===== src/rtl/spi_master.sv =====
// SPI mode-0 master: shifts a parallel word out on mosi MSB-first, drives sclk/cs_n,
// and assembles miso into rx_data. Every output is a register.
//
// state   | meaning
// --------+-----------------------------------------------------------
// IDLE    | cs_n high, waiting for start
// LEAD    | cs_n low, sclk low; setup time before the first rising edge
// SCLK_HI | sclk high; miso was sampled on entry
// SCLK_LO | sclk low between bits; mosi moved to the next bit on entry
// TRAIL   | sclk low after the last bit; cs_n hold time before release
module spi_master #(
  parameter int DATA_WIDTH = 8,
  parameter int CLK_DIV    = 2
) (
  input  logic                  clk,
  input  logic                  rst,
  input  logic                  start,
  input  logic [DATA_WIDTH-1:0] tx_data,
  output logic [DATA_WIDTH-1:0] rx_data,
  output logic                  busy,
  output logic                  done,
  output logic                  sclk,
  output logic                  mosi,
  input  logic                  miso,
  output logic                  cs_n
);

  localparam int CW = $clog2(CLK_DIV) + 1;
  localparam int BW = $clog2(DATA_WIDTH + 1);
  localparam logic [CW-1:0] DIV_M1 = CW'(CLK_DIV - 1);
  localparam logic [BW-1:0] LAST   = BW'(DATA_WIDTH);

  typedef enum logic [2:0] {IDLE, LEAD, SCLK_HI, SCLK_LO, TRAIL} state_t;

  state_t                state;
  logic [CW-1:0]         half_cnt;
  logic [BW-1:0]         bit_cnt;
  logic [DATA_WIDTH-1:0] tx_sh;
  logic [DATA_WIDTH-1:0] rx_sh;

  // mosi is the top bit of the transmit shift register, so it is registered and
  // only moves when that register shifts (E0 load or an sclk falling transition).
  assign mosi = tx_sh[DATA_WIDTH-1];

  // Sequencer: half-period down-counter reloads on every state change; bit_cnt
  // counts rising sclk edges issued so far.
  always_ff @(posedge clk) begin
    if (rst) begin
      state    <= IDLE;
      half_cnt <= '0;
      bit_cnt  <= '0;
      tx_sh    <= '0;
      rx_sh    <= '0;
      rx_data  <= '0;
      busy     <= 1'b0;
      done     <= 1'b0;
      sclk     <= 1'b0;
      cs_n     <= 1'b1;
    end else begin
      done <= 1'b0;
      case (state)
        IDLE: begin
          if (start) begin
            tx_sh    <= tx_data;
            cs_n     <= 1'b0;
            busy     <= 1'b1;
            bit_cnt  <= '0;
            half_cnt <= DIV_M1;
            state    <= LEAD;
          end
        end
        LEAD, SCLK_LO: begin
          if (half_cnt == '0) begin
            sclk     <= 1'b1;
            rx_sh    <= {rx_sh[DATA_WIDTH-2:0], miso};
            bit_cnt  <= bit_cnt + BW'(1);
            half_cnt <= DIV_M1;
            state    <= SCLK_HI;
          end else begin
            half_cnt <= half_cnt - CW'(1);
          end
        end
        SCLK_HI: begin
          if (half_cnt == '0) begin
            sclk     <= 1'b0;
            half_cnt <= DIV_M1;
            if (bit_cnt == LAST) begin
              state <= TRAIL;
            end else begin
              tx_sh <= {tx_sh[DATA_WIDTH-2:0], 1'b0};
              state <= SCLK_LO;
            end
          end else begin
            half_cnt <= half_cnt - CW'(1);
          end
        end
        TRAIL: begin
          if (half_cnt == '0) begin
            cs_n     <= 1'b1;
            busy     <= 1'b0;
            done     <= 1'b1;
            rx_data  <= rx_sh;
            half_cnt <= '0;
            state    <= IDLE;
          end else begin
            half_cnt <= half_cnt - CW'(1);
          end
        end
        default: state <= IDLE;
      endcase
    end
  end

endmodule


===== config.mk =====
export PLATFORM = sky130hd
export DESIGN_NAME = spi_master
export DESIGN_NICKNAME = d
export VERILOG_FILES = /design/src/rtl/spi_master.sv
export SDC_FILE = /design/constraint.sdc
export NUM_CORES = 1
export LEC_CHECK = 0
export ABC_AREA = 1
export ABC_CLOCK_PERIOD_IN_PS = 1500
export BUFFER_PORTS_ARGS = -buffer_cell sky130_fd_sc_hd__buf_2
export CAP_MARGIN = 25
export CORE_AREA = 2 2 69 71
export DETAILED_ROUTE_END_ITERATION = 10
export DIE_AREA = 0 0 71 73
export PLACE_DENSITY_LB_ADDON = 0.12
export SYNTH_ARGS = -nofsm -noshare
export SYNTH_HDL_FRONTEND = slang
export SYNTH_SLANG_ARGS = --single-unit
export TNS_END_PERCENT = 1

===== constraint.sdc =====
create_clock -name clk -period 1.5 [get_ports clk]
set_clock_uncertainty 0.05 [all_clocks]
set_input_delay 0.15 -clock clk [delete_from_list [all_inputs] [get_ports clk]]
set_output_delay 0.15 -clock clk [all_outputs]
set_load 0.02 [all_outputs]

==> After elaboration in Yosys (flattened, before gate mapping) <==
Cells that the tools add are included.
{ "word_totals": {"register_bits": 37, "inputBits": 12} }
{ "op_classes": {"n_eq_ne": 10, "bitwise_logic": 1, "add_sub_neg": 2, "n_reduce_logical": 18, "n_mux": 25} }
{ "op_table": {"columns": ["op", "n"], "rows": [
  ["$mux W8", 3],
  ["$pmux W8 S2", 1],
  ["$mux W3", 5],
  ["$pmux W3 S4", 1],
  ["$ne A2 B2 Y1 const B", 5],
  ["$reduce_and A3 Y1", 3],
  ["$mux W4", 2],
  ["$pmux W4 S2", 1],
  ["$reduce_and A4 Y1", 2],
  ["$reduce_bool A2 Y1", 4],
  ["$eq A3 B2 Y1 const B", 2],
  ["$mux W2", 3],
  ["$pmux W1 S2", 3],
  ["$pmux W2 S3", 1],
  ["$reduce_and A2 Y1", 3],
  ["$mux W1", 5],
  ["$add A4 B1 Y4 const B", 1],
  ["$eq A4 B4 Y1 const B", 1],
  ["$reduce_or A2 Y1", 2],
  ["$eq A3 B1 Y1 const B", 1],
  ["$eq A3 B3 Y1 const B", 1],
  ["$logic_not A3 Y1", 1],
  ["$reduce_bool A3 Y1", 1],
  ["$reduce_or A3 Y1", 1],
  ["3 further kinds", 3]
]} }

==> Logic depth before layout (Yosys ltp) <==
Gate-level depths: netlist of the first run.
{ "depth": {"depth_word": 4, "depth_mapped": 10, "ltp_nobuf": 9} }

==> Worst setup path after synthesis of the first run <==
No wires, ideal clock.
{ "synth_path": {"kind": "register to register", "start": "register bit_cnt[0]", "end": "register tx_sh[6]", "setup_ns": 0.113, "period_less_slack_ns": 1.351, "setup_slack_ns": 0.149, "arrival_time_ns": 1.189, "path_stages_with_launch": 10, "cell_sequence": "dfxtp_1 -> inv_1 -> ha_1 -> nand3_1 -> o21bai_4 -> nor2_8 -> buf_12 -> nand2_2 -> nand2_1 -> nor2_1"} }
{ "synth_via": {"elab_chain_cells": 3} }
{ "synth_lines": {"columns": ["item", "line_no", "source"], "rows": [
  ["start, declared", "37", "logic [BW-1:0] bit_cnt;"],
  ["start signal, assigned", "76", "bit_cnt <= bit_cnt + BW'(1);"],
  ["$eq A4 B4 Y1", "87", "if (bit_cnt == LAST) begin"],
  ["$ne A2 B2 Y1 (no source line)", null, null],
  ["$reduce_and A4 Y1 (no source line)", null, null],
  ["end signal, assigned", "64", "tx_sh <= tx_data;"],
  ["end signal, assigned", "90", "tx_sh <= {tx_sh[DATA_WIDTH-2:0], 1'b0};"],
  ["end, declared", "38", "logic [DATA_WIDTH-1:0] tx_sh;"]
]} }
Every way passes these cells.
A chain may end at the register's enable or synchronous reset.

==> Worst setup path in the final report of the first run <==
{ "layout_path": {"start": "register bit_cnt[0]", "end": "register tx_sh[3]"} }
The elaborated chain is that of the path after synthesis.

==> parameters.txt, run 1 <==
Parameter                              Value

Status
  Result of the run    finished clean

Synthesis
  Number of distinct standard cells referenced by the synthesized netlist    27
  Post-Syn Instances    233
  Synth area leader    dfxtp_1
  Area share of the largest cell type after synthesis    43.5%
  Top cells by area in the synthesized netlist    dfxtp_1 (44%), nand2_1 (15%), nor2_1 (6.2%)
  Most instantiated cells after synthesis    nand2_1 (70), dfxtp_1 (37), nor2_1 (28), inv_1 (25), o21ai_0 (16)
  Share of the yosys chip area belonging to registers    43.5%
  Netlist Area Pre-Place    1700 um^2
  Seq cells post-synth    37
  Average size of a mapped cell    7.30 um^2
  Number of flops mapped to enable cells by yosys    0
  Fraction of registers with async set/reset    0%
  Most frequent cell after synthesis    nand2_1
  Post-synth top flop    dfxtp_1
  Syn nets    247
  Synthesis Warnings    0

STA
  Worst Max-Slew Pin Slew    0.284 ns
  Setup repair after global routing missed its margin    yes
  Final setup violating endpoints    0
  Relative slew slack    81.0%
  Number of hold violations in the final report    0
  Sum of negative setup slack    0 ns
  Final-report max-slew violation count    0
  Highest achievable clock rate    691 MHz
  Min Tclk post-route    1.45 ns
  Final worst path period share    96.5%
  Worst-case hold slack    0.0291 ns

Clocking
  Worst-skew pair later-pin latency    0.28 ns
  Clock Tree Root    clkbuf_8
  Number of buffers between clock root and the deepest sink    2
  CTS Buf Count    5
  Clock transition at the registers of the reported paths    0.07 ns
  Clock tree from TritonCTS    done
  Count of clock tree sinks    37
  Htree depth    2

Drt
  Vias after detailed routing    1443
  Average wire per cell in the routed design    10.3 um
  First DRT Iteration DRCs    30
  Post-DRT Antenna Nets    0
  Detailed-routing iteration count for the pre-antenna-repair pass    4
  Drt via density    4.47
  DRC violations left    0
  Total wire length after detailed routing    3.34 mm

Final layout
  # nets final    282
  Layout fillers    471
  Ratio of cells with drive above 1 in the final layout    25.7%
  Final core utilization    45.6%
  Final cell count without fillers    323
  Area growth from synthesis to final layout    21.5%
  Number of diodes added for antenna fixing    0

Flow run
  Max-cap check violation count    0

Pwr
  Worst IR Drop VDD    0.000648 V
  Pwr Density    2230 nW/um^2
  Standby leakage power    0.995 nW
  Tot Pwr    4.61 mW

Worst setup path
  Destination of the worst register-to-register timing path    tx_sh[3]
  Start of the worst register-to-register path    bit_cnt[0]
  Setup slack, reg-to-reg    0.05 ns
  R2R depth    9
  Maximum fanout along the worst path    9
  Element type at the critical path end    flip-flop
  Crit path arrival time    1.58 ns
  Path type of the worst setup path    flip-flop to flip-flop
  Critical path launch point type    flip-flop
  Required time worst endpoint    1.63 ns

Floorplan
  Initial core utilization    37.5%
  Standard cell core area    4540 um^2
  I/O pin count    25
  Number of rows created at floorplan    25
  Die ar.    5180 um^2
  Vertical die dimension    73 um
  Die span in x    71 um

Global routing
  Grt total ovfl    0
  Maximum number of pins on one net before global-route repair    22
  Antenna violations before repair    0
  Via count of the first global-routing pass    1414
  First-pass GRT wire length    6.03 mm
  All-Layer GR Usage    14.5%

Hold path
  HP Start    rst
  HP Class    primary input to flip-flop
  Worst hold path stage count    2
  Hold path endpoint    state[1]

Placement
  DP HPWL    2.38 mm
  Routability congestion estimate    0.762
  Quantity of I/O buffers inserted on ports    24
  Placed cell count    310
[logic make-up after synthesis]
kind of cell / Yosys count / synth area share [%]
flip-flops: 37 / 43.5
AND/OR/NAND/NOR: 125 / 33.9
AO/OA/AOI/OAI: 34 / 11.1
buffers and inverters: 35 / 10.0
adder cells (fa/ha/maj): 2 / 1.47
[layout by cell type, fill, tap and decap left out, types with 2 or more instances in the layout]
master and n:
a21oi_1 14, buf_12 2, buf_2 24, buf_4 7, clkbuf_8 6, clkinvlp_4 3, dfxtp_1 36, ha_1 2
inv_1 22, inv_2 4, nand2_1 70, nand2_2 3, nand2_4 2, nand3_1 7, nor2_1 28, nor2_2 7
nor2_4 3, o211ai_1 2, o21ai_0 16
[sequential cells by signal, indices dropped and copies added (netlist names)]
register and count:
half_cnt 2, tx_sh 8, done 1, busy 1, bit_cnt 4, state 3, rx_sh 8, rx_data 8
sclk 1, cs_n 1
[critical path, cell delays in order (launching register included)]
cell and delay [ns]:
dfxtp_2 0.34, inv_1 0.07, ha_1 0.15, nand3_2 0.10, o21bai_4 0.21, nor2_8 0.06, buf_12 0.13, buf_4 0.12
nor2_2 0.07, nor2_1 0.05
[power breakdown]
| part | switching [mW] | internal [mW] | leakage, nW |
|---|---|---|---|
| clock network | 0.361 | 0.541 | 0.0574 |
| registers | 0.204 | 1.29 | 0.304 |
| logic | 1.27 | 0.948 | 0.634 |
| total | 1.83 | 2.77 | 0.995 |
[routing by layer]
metal	wire (um)	global-route usage [%]	share of wire, %
met1	1650	17.8	49
met2	1510	25.1	45
met3	146	4.28	4.4
met4	36	3.77	1.1
met5	0	0	0
[cell type report]
cell class / count / area, um^2 / share of cell area [%]
well taps: 54 / 67.6 / 3.27
repair buffers: 34 / 224 / 10.8
clock buffers: 6 / 82.6 / 3.99
inverters: 29 / 119 / 5.75
multi-input cells: 161 / 796 / 38.5
clock inverters: 2 / 37.5 / 1.81
flip-flops and latches: 37 / 742 / 35.9
[per-stage QoR]
| step | worst slack (ns) | cell area [um^2] |
|---|---|---|
| finish | 0.0523 | 2070 |
| detailed placement | 0.0308 | 1880 |
| global placement | 0.0574 | 1880 |
| CTS | 0.00729 | 2000 |
| global route | -0.0517 | 2070 |
| floorplan | 0.149 | 1700 |
[worst max path at each step]
stage	endpoint	slack, ns	startpoint	cells after the start
2_1_floorplan	tx_sh[6]	0.15	bit_cnt[0]	9
3_3_place_gp	tx_sh[0]	0.06	bit_cnt[0]	8
3_5_place_dp	tx_sh[3]	0.03	bit_cnt[0]	8
4_1_cts	tx_sh[3]	0.007	bit_cnt[0]	8
5_1_grt	tx_sh[4]	-0.05	bit_cnt[0]	9
6_report	tx_sh[3]	0.05	bit_cnt[0]	9
[timing repair]
item	in CTS	in global routing
hold buffers	0	0
setup buffers	0	5
setup endpoints to repair	0	18
gates resized for setup	0	7
No activity file was read; power rests on OpenSTA's default activity.
==> inputs of run 2 (changes only) <==
Settings changed: CORE_AREA 2 2 69 71 to 2 2 76 64, CTS_BUF_LIST set to sky130_fd_sc_hd__clkbuf_4, DIE_AREA 0 0 71 73 to 0 0 78 66.
==> run 2 against run 1 <==
Setup slack gained 0.081 ns. Via count rose by 0.62%. Sequential cell count is the same. Critical path depth shrank 2. Die area is 0.68% lower. Wire length up 8.0%. Clock-buffer cell count stayed put. Utilization increased by 0.17 points. Sequential share of layout area rose by 1.0 points. Clock power is 21% lower. Register-to-register slack better by 0.08 ns. Sequential power about the same.
==> parameters.txt, run 2 (synthesized netlist as in run 1, its figures left out) <==
Parameter                              Value

Drt
  Detailed-routing iteration count for the pre-antenna-repair pass    4 (unchanged)
  Post-DRT Antenna Nets    0 (unchanged)
  Vias after detailed routing    1452 (+0.62%)
  First DRT Iteration DRCs    87 (+190%)
  Drt via density    4.43 (-0.91%)
  Average wire per cell in the routed design    11.0 um (+6.3%)
  DRC violations left    0 (unchanged)
  Total wire length after detailed routing    3.61 mm (+8.0%)

Worst setup path
  Required time worst endpoint    1.73 ns (+0.10 ns)
  Number of gates on the worst path with buffers counted    7 (-2)
  R2R depth    7 (-2)
  Delay of the slowest cell on the worst path    0.31 ns (-0.03 ns)
  Element type at the critical path end    flip-flop
  Start of the worst register-to-register path    state[2]
  CP Capture Point    tx_sh[6]
  Top delay family on crit path    simple AND/OR/NAND/NOR gates
  Setup crit start    state[2]
  Worst Path Buf+Inv    2 (-1)
  Destination of the worst register-to-register timing path    tx_sh[6]
  Worst path slowest cell    dfxtp_1
  Sequence of cells on the critical path    buf_4 > inv_6 > nand2_1 > o21bai_4 > nor2_4 > nor2_1 > nor2_1
  Maximum fanout along the worst path    8 (-1)
  Path type of the worst setup path    flip-flop to flip-flop
  Setup slack, reg-to-reg    0.13 ns (+0.08 ns)
  Library cell appearing most often on the critical path    nor2_1
  Crit path arrival time    1.60 ns (+0.02 ns)
  Critical path launch point type    flip-flop

Final layout
  Final core utilization    45.8% (+0.17 points)
  Number of diodes added for antenna fixing    0 (unchanged)
  Biggest registers after layout    rx_data: 8 flops, rx_sh: 8 flops, tx_sh: 8 flops
  Ratio of cells with drive above 1 in the final layout    25.4% (-0.28 points)
  Area growth from synthesis to final layout    18.5%
  Commonest cells after routing, fill and taps aside    nand2_1 (69), dfxtp_1 (35), nor2_1 (28), buf_2 (24), inv_1 (23)
  # nets final    281 (-0.35%)
  Most common cell after layout, fill and taps aside    nand2_1

STA
  Worst Max-Slew Pin Slew    0.293 ns (+0.00860 ns)
  Relative slew slack    80.4% (-0.57 points)
  Worst-case hold slack    0.0275 ns (-0.00155 ns)
  Min Tclk post-route    1.37 ns (-0.0811 ns)
  Sum of negative setup slack    0 ns (unchanged)
  Setup repair after global routing missed its margin    no
  Final setup violating endpoints    0 (unchanged)
  Final-report max-slew violation count    0 (unchanged)
  Smallest setup slack after layout    0.133 ns (+0.0811 ns)
  Highest achievable clock rate    732 MHz (+5.9%)
  Number of hold violations in the final report    0 (unchanged)
  Final worst path period share    91.1% (-5.4 points)

Floorplan
  I/O pin count    25 (unchanged)
  Vertical die dimension    66 um (-9.6%)
  Initial core utilization    38.6% (+1.1 points)
  Die ar.    5150 um^2 (-0.68%)
  Number of rows created at floorplan    22 (-12%)
  Standard cell core area    4400 um^2 (-2.9%)
  Die span in x    78 um (+9.9%)

Global routing
  All-Layer GR Usage    15.8% (+1.2 points)
  Antenna violations before repair    0 (unchanged)
  Maximum number of pins on one net before global-route repair    13 (-41%)
  First-pass GRT wire length    6.35 mm (+5.3%)
  Grt total ovfl    0 (unchanged)
  Via count of the first global-routing pass    1378 (-2.5%)

Clocking
  Clock transition at the registers of the reported paths    0.12 ns (+0.05 ns)
  CTS Buf Count    5 (unchanged)
  Htree depth    2 (unchanged)
  Clock Tree Root    clkbuf_4
  Clock tree from TritonCTS    done
  Worst-skew pair later-pin latency    0.34 ns (+0.06 ns)
  Setup repair bufs after CTS    0 (unchanged)
  Count of clock tree sinks    37 (unchanged)
  Number of buffers between clock root and the deepest sink    2 (unchanged)

Placement
  Quantity of I/O buffers inserted on ports    24 (unchanged)
  DP HPWL    2.47 mm (+4.0%)
  Worst slack, placed    0.0152 ns (-0.0156 ns)
  Routability congestion estimate    0.784 (+2.9%)

Pwr
  Tot Pwr    4.22 mW (-8.5%)
  Standby leakage power    0.966 nW (-2.9%)
  Pwr Density    2090 nW/um^2 (-6.1%)
  Worst IR Drop VDD    0.000810 V (+25%)

Hold path
  HP Class    primary input to flip-flop

Status
  Result of the run    finished clean

Flow run
  Max-cap check violation count    0 (unchanged)
==> run 2: timing repair <==
action,4_1_cts,5_1_grt
pin swaps,1,2
setup endpoints to repair,1,19
endpoints found under the hold margin,3,0
gates resized for setup,0,9
hold buffers,1,0
cloned,1,1
==> run 2: power by group <==
| group | leakage (nW) | switching, mW | internal (mW) | total, mW |
|---|---|---|---|---|
| combinational | 0.616 | 1.30 | 0.720 | 2.02 |
| sequential | 0.304 | 0.192 | 1.29 | 1.48 |
| clock | 0.0459 | 0.339 | 0.373 | 0.712 |
==> run 2: through the flow <==
step,std cells,instance area [um^2]
final,328,2020
after global routing,328,2020
after CTS,327,1990
after detailed placement,317,1880
after global placement,317,1880
after floorplan,233,1700
==> run 2: area by class of cell <==
type                    count  area [um^2]
clock inverters             2         38.8
multi-input cells         162          810
repair inverters            1         7.51
inverters                  29          121
repair buffers             31          175
flip-flops and latches     37          743
clock buffers               6         45.0
fillers                   480         2390
well taps                  60         75.1
==> run 2: worst min path at each step <==
stage / cells after the start / from / slack [ns] / endpoint
global placement: 2 / rst / 0.32 / state[1]
finish: 3 / miso / 0.03 / rx_sh[0]
detailed placement: 2 / rst / 0.32 / state[0]
floorplan: 1 / rst / 0.17 / sclk
CTS: 3 / miso / 0.01 / rx_sh[0]
global route: 5 / tx_data[0] / 0.06 / tx_sh[0]
==> run 2: worst min-delay path, delay by kind of cell <==
kind / cells / cell delay (ns)
buffers and inverters: 1 / 0.07
AO/OA/AOI/OAI: 2 / 0.17
==> run 2: per-layer routing <==
layer  wire length [um]  global-route usage (%)
met5                  0                       0
met4                 53                    7.02
met3                123                    4.37
met2               1510                    23.7
met1               1920                    21.1
==> inputs of run 3 (changes only) <==
Settings changed: MAX_ROUTING_LAYER set to met4.
==> run 3 against run 2 <==
Via count barely moved. Wire length barely moved. Worst hold slack about the same. Maximum frequency barely moved. Global-route usage grew 0.43 points. Sequential cell count unchanged. First-iteration DRC count unchanged. Register-to-register slack about the same. Critical path depth is the same. Critical endpoint unchanged.
==> parameters.txt, run 3 (synthesized netlist as in run 1, its figures left out) <==
Parameter                              Value

Clocking
  CTS Buf Count    5 (unchanged)
  Clock Tree Root    clkbuf_4
  Clock transition at the registers of the reported paths    0.12 ns (about the same)
  Count of clock tree sinks    37 (unchanged)
  Clock tree from TritonCTS    done
  Htree depth    2 (unchanged)
  Worst-skew pair later-pin latency    0.34 ns (about the same)
  Number of buffers between clock root and the deepest sink    2 (unchanged)
  Setup repair bufs after CTS    0 (unchanged)

Pwr
  Standby leakage power    0.966 nW (unchanged)
  Switching Fraction    43.6% (about the same)
  Pwr Density    2090 nW/um^2 (about the same)
  Worst IR Drop VDD    0.000810 V (about the same)
  NetSw    1.84 mW (about the same)
  Cell internal power dissipation    2.38 mW (about the same)
  Portion of total power attributed to the clock network    16.9% (about the same)
  Gate power share    48.0% (about the same)
  Proportion of power drawn by flip-flops and latches    35.1% (about the same)

Placement
  Placed cell count    317 (unchanged)
  DP HPWL    2.47 mm (unchanged)
  Quantity of I/O buffers inserted on ports    24 (unchanged)
  Routability congestion estimate    0.794 (+1.4%)

Worst setup path
  Start of the worst register-to-register path    state[2]
  Critical path launch point type    flip-flop
  Worst Path Buf+Inv    2 (unchanged)
  Sequence of cells on the critical path    buf_4 > inv_6 > nand2_1 > o21bai_4 > nor2_4 > nor2_1 > nor2_1
  Element type at the critical path end    flip-flop
  Maximum fanout along the worst path    8 (unchanged)
  Library cell appearing most often on the critical path    nor2_1
  Delay of the slowest cell on the worst path    0.31 ns (about the same)
  Top delay family on crit path    simple AND/OR/NAND/NOR gates
  Worst path slowest cell    dfxtp_1
  Crit path arrival time    1.60 ns (about the same)
  Required time worst endpoint    1.73 ns (about the same)
  Setup crit start    state[2]
  Path type of the worst setup path    flip-flop to flip-flop

STA
  Highest achievable clock rate    732 MHz (about the same)
  Number of hold violations in the final report    0 (unchanged)
  Min Tclk post-route    1.37 ns (+0.0000760 ns)
  Relative slew slack    80.4% (about the same)
  Setup repair after global routing missed its margin    no
  Final setup violating endpoints    0 (unchanged)
  Final worst path period share    91.1% (about the same)
  Sum of negative setup slack    0 ns (unchanged)
  Final-report max-slew violation count    0 (unchanged)
  Worst Max-Slew Pin Slew    0.293 ns (-0.000170 ns)

Final layout
  Biggest registers after layout    rx_data: 8 flops, rx_sh: 8 flops, tx_sh: 8 flops
  Final cell count without fillers    328 (unchanged)
  Area growth from synthesis to final layout    18.5% (unchanged)
  Number of diodes added for antenna fixing    0 (unchanged)
  Most common cell after layout, fill and taps aside    nand2_1
  Layout fillers    480 (unchanged)
  Ratio of cells with drive above 1 in the final layout    25.4% (unchanged)
  Commonest cells after routing, fill and taps aside    nand2_1 (69), dfxtp_1 (35), nor2_1 (28), buf_2 (24), inv_1 (23)
  # nets final    281 (unchanged)

Global routing
  Via count of the first global-routing pass    1378 (unchanged)
  Maximum number of pins on one net before global-route repair    13 (unchanged)
  Grt total ovfl    0 (unchanged)
  First-pass GRT wire length    6.35 mm (unchanged)
  All-Layer GR Usage    16.2% (+0.43 points)
  Antenna violations before repair    0 (unchanged)

Status
  Result of the run    finished clean

Drt
  Vias after detailed routing    1453 (+0.069%)
  Average wire per cell in the routed design    11.0 um (about the same)
  First DRT Iteration DRCs    87 (unchanged)
  Drt via density    4.43 (about the same)
  Detailed-routing iteration count for the pre-antenna-repair pass    4 (unchanged)
  Total wire length after detailed routing    3.61 mm (about the same)
  DRC violations left    0 (unchanged)
  Post-DRT Antenna Nets    0 (unchanged)

Floorplan
  Vertical die dimension    66 um (unchanged)
  Number of rows created at floorplan    22 (unchanged)
  Die span in x    78 um (unchanged)
  Die ar.    5150 um^2 (unchanged)
  Initial core utilization    38.6% (unchanged)
  I/O pin count    25 (unchanged)
  Standard cell core area    4400 um^2 (unchanged)

Hold path
  HP Start    miso
  HP Class    primary input to flip-flop

Flow run
  Max-cap check violation count    0 (unchanged)
run 3: path summary, 6_finish.rpt:
check	end	slack [ns]	cells past startpoint
hold / removal	rx_sh[0]	0.03	3
setup / recovery	tx_sh[6]	0.13	7
setup reg to reg	tx_sh[6]	0.13	7
hold reg to reg	rx_data[5]	0.40	2
run 3: layer usage:
| layer | GRT usage, % | routed length (um) |
|---|---|---|
| met5 | - | 0 |
| met4 | 7.02 | 53 |
| met3 | 4.37 | 123 |
| met2 | 23.7 | 1510 |
| met1 | 21.1 | 1920 |
run 3: worst min-delay path: stages:
cell and delay [ns]:
buf_2 0.07, o21ai_0 0.07, a21oi_1 0.10
run 3: layout make-up:
class | instances | area [um^2] | share of cell area (%)
Clock inverter | 2 | 38.8 | 1.92
Tap cell | 60 | 75.1 | 3.72
Inverter | 29 | 121 | 6.02
Multi-Input combinational cell | 162 | 810 | 40.2
Timing Repair Buffer | 31 | 175 | 8.69
Sequential cell | 37 | 743 | 36.9
Timing Repair inverter | 1 | 7.51 | 0.372
Clock buffer | 6 | 45.0 | 2.23
run 3: metrics by stage:
step	power (mW)	util [%]	hold WS [ns]	setup WS, ns	area (um^2)
finish	4.22	45.8	0.0273	0.133	2020
global placement	3.41	42.8	0.319	0.0602	1880
global route	4.65	45.8	0.0589	0.00771	2020
floorplan	3.11	-	0.169	0.149	1700
detailed placement	3.41	42.8	0.322	0.0152	1880
CTS	4.22	45.1	0.0130	0.0121	1990
run 3: power by group through the flow:
| stage | clock, mW | sequential (mW) | combinational [mW] |
|---|---|---|---|
| floorplan | 0 | 1.54 | 1.56 |
| global placement | 0 | 1.50 | 1.92 |
| detailed placement | 0 | 1.50 | 1.92 |
| CTS | 0.736 | 1.48 | 2.00 |
| global route | 0.778 | 1.52 | 2.35 |
| finish | 0.713 | 1.48 | 2.02 |
run 3: what timing repair did:
item / CTS / global route
hold endpoints to repair: 3 / 0
hold buffers: 1 / 0
endpoints found under the setup margin: 1 / 19
cloned: 1 / 1
resized for setup: 0 / 9
pin swaps: 1 / 2
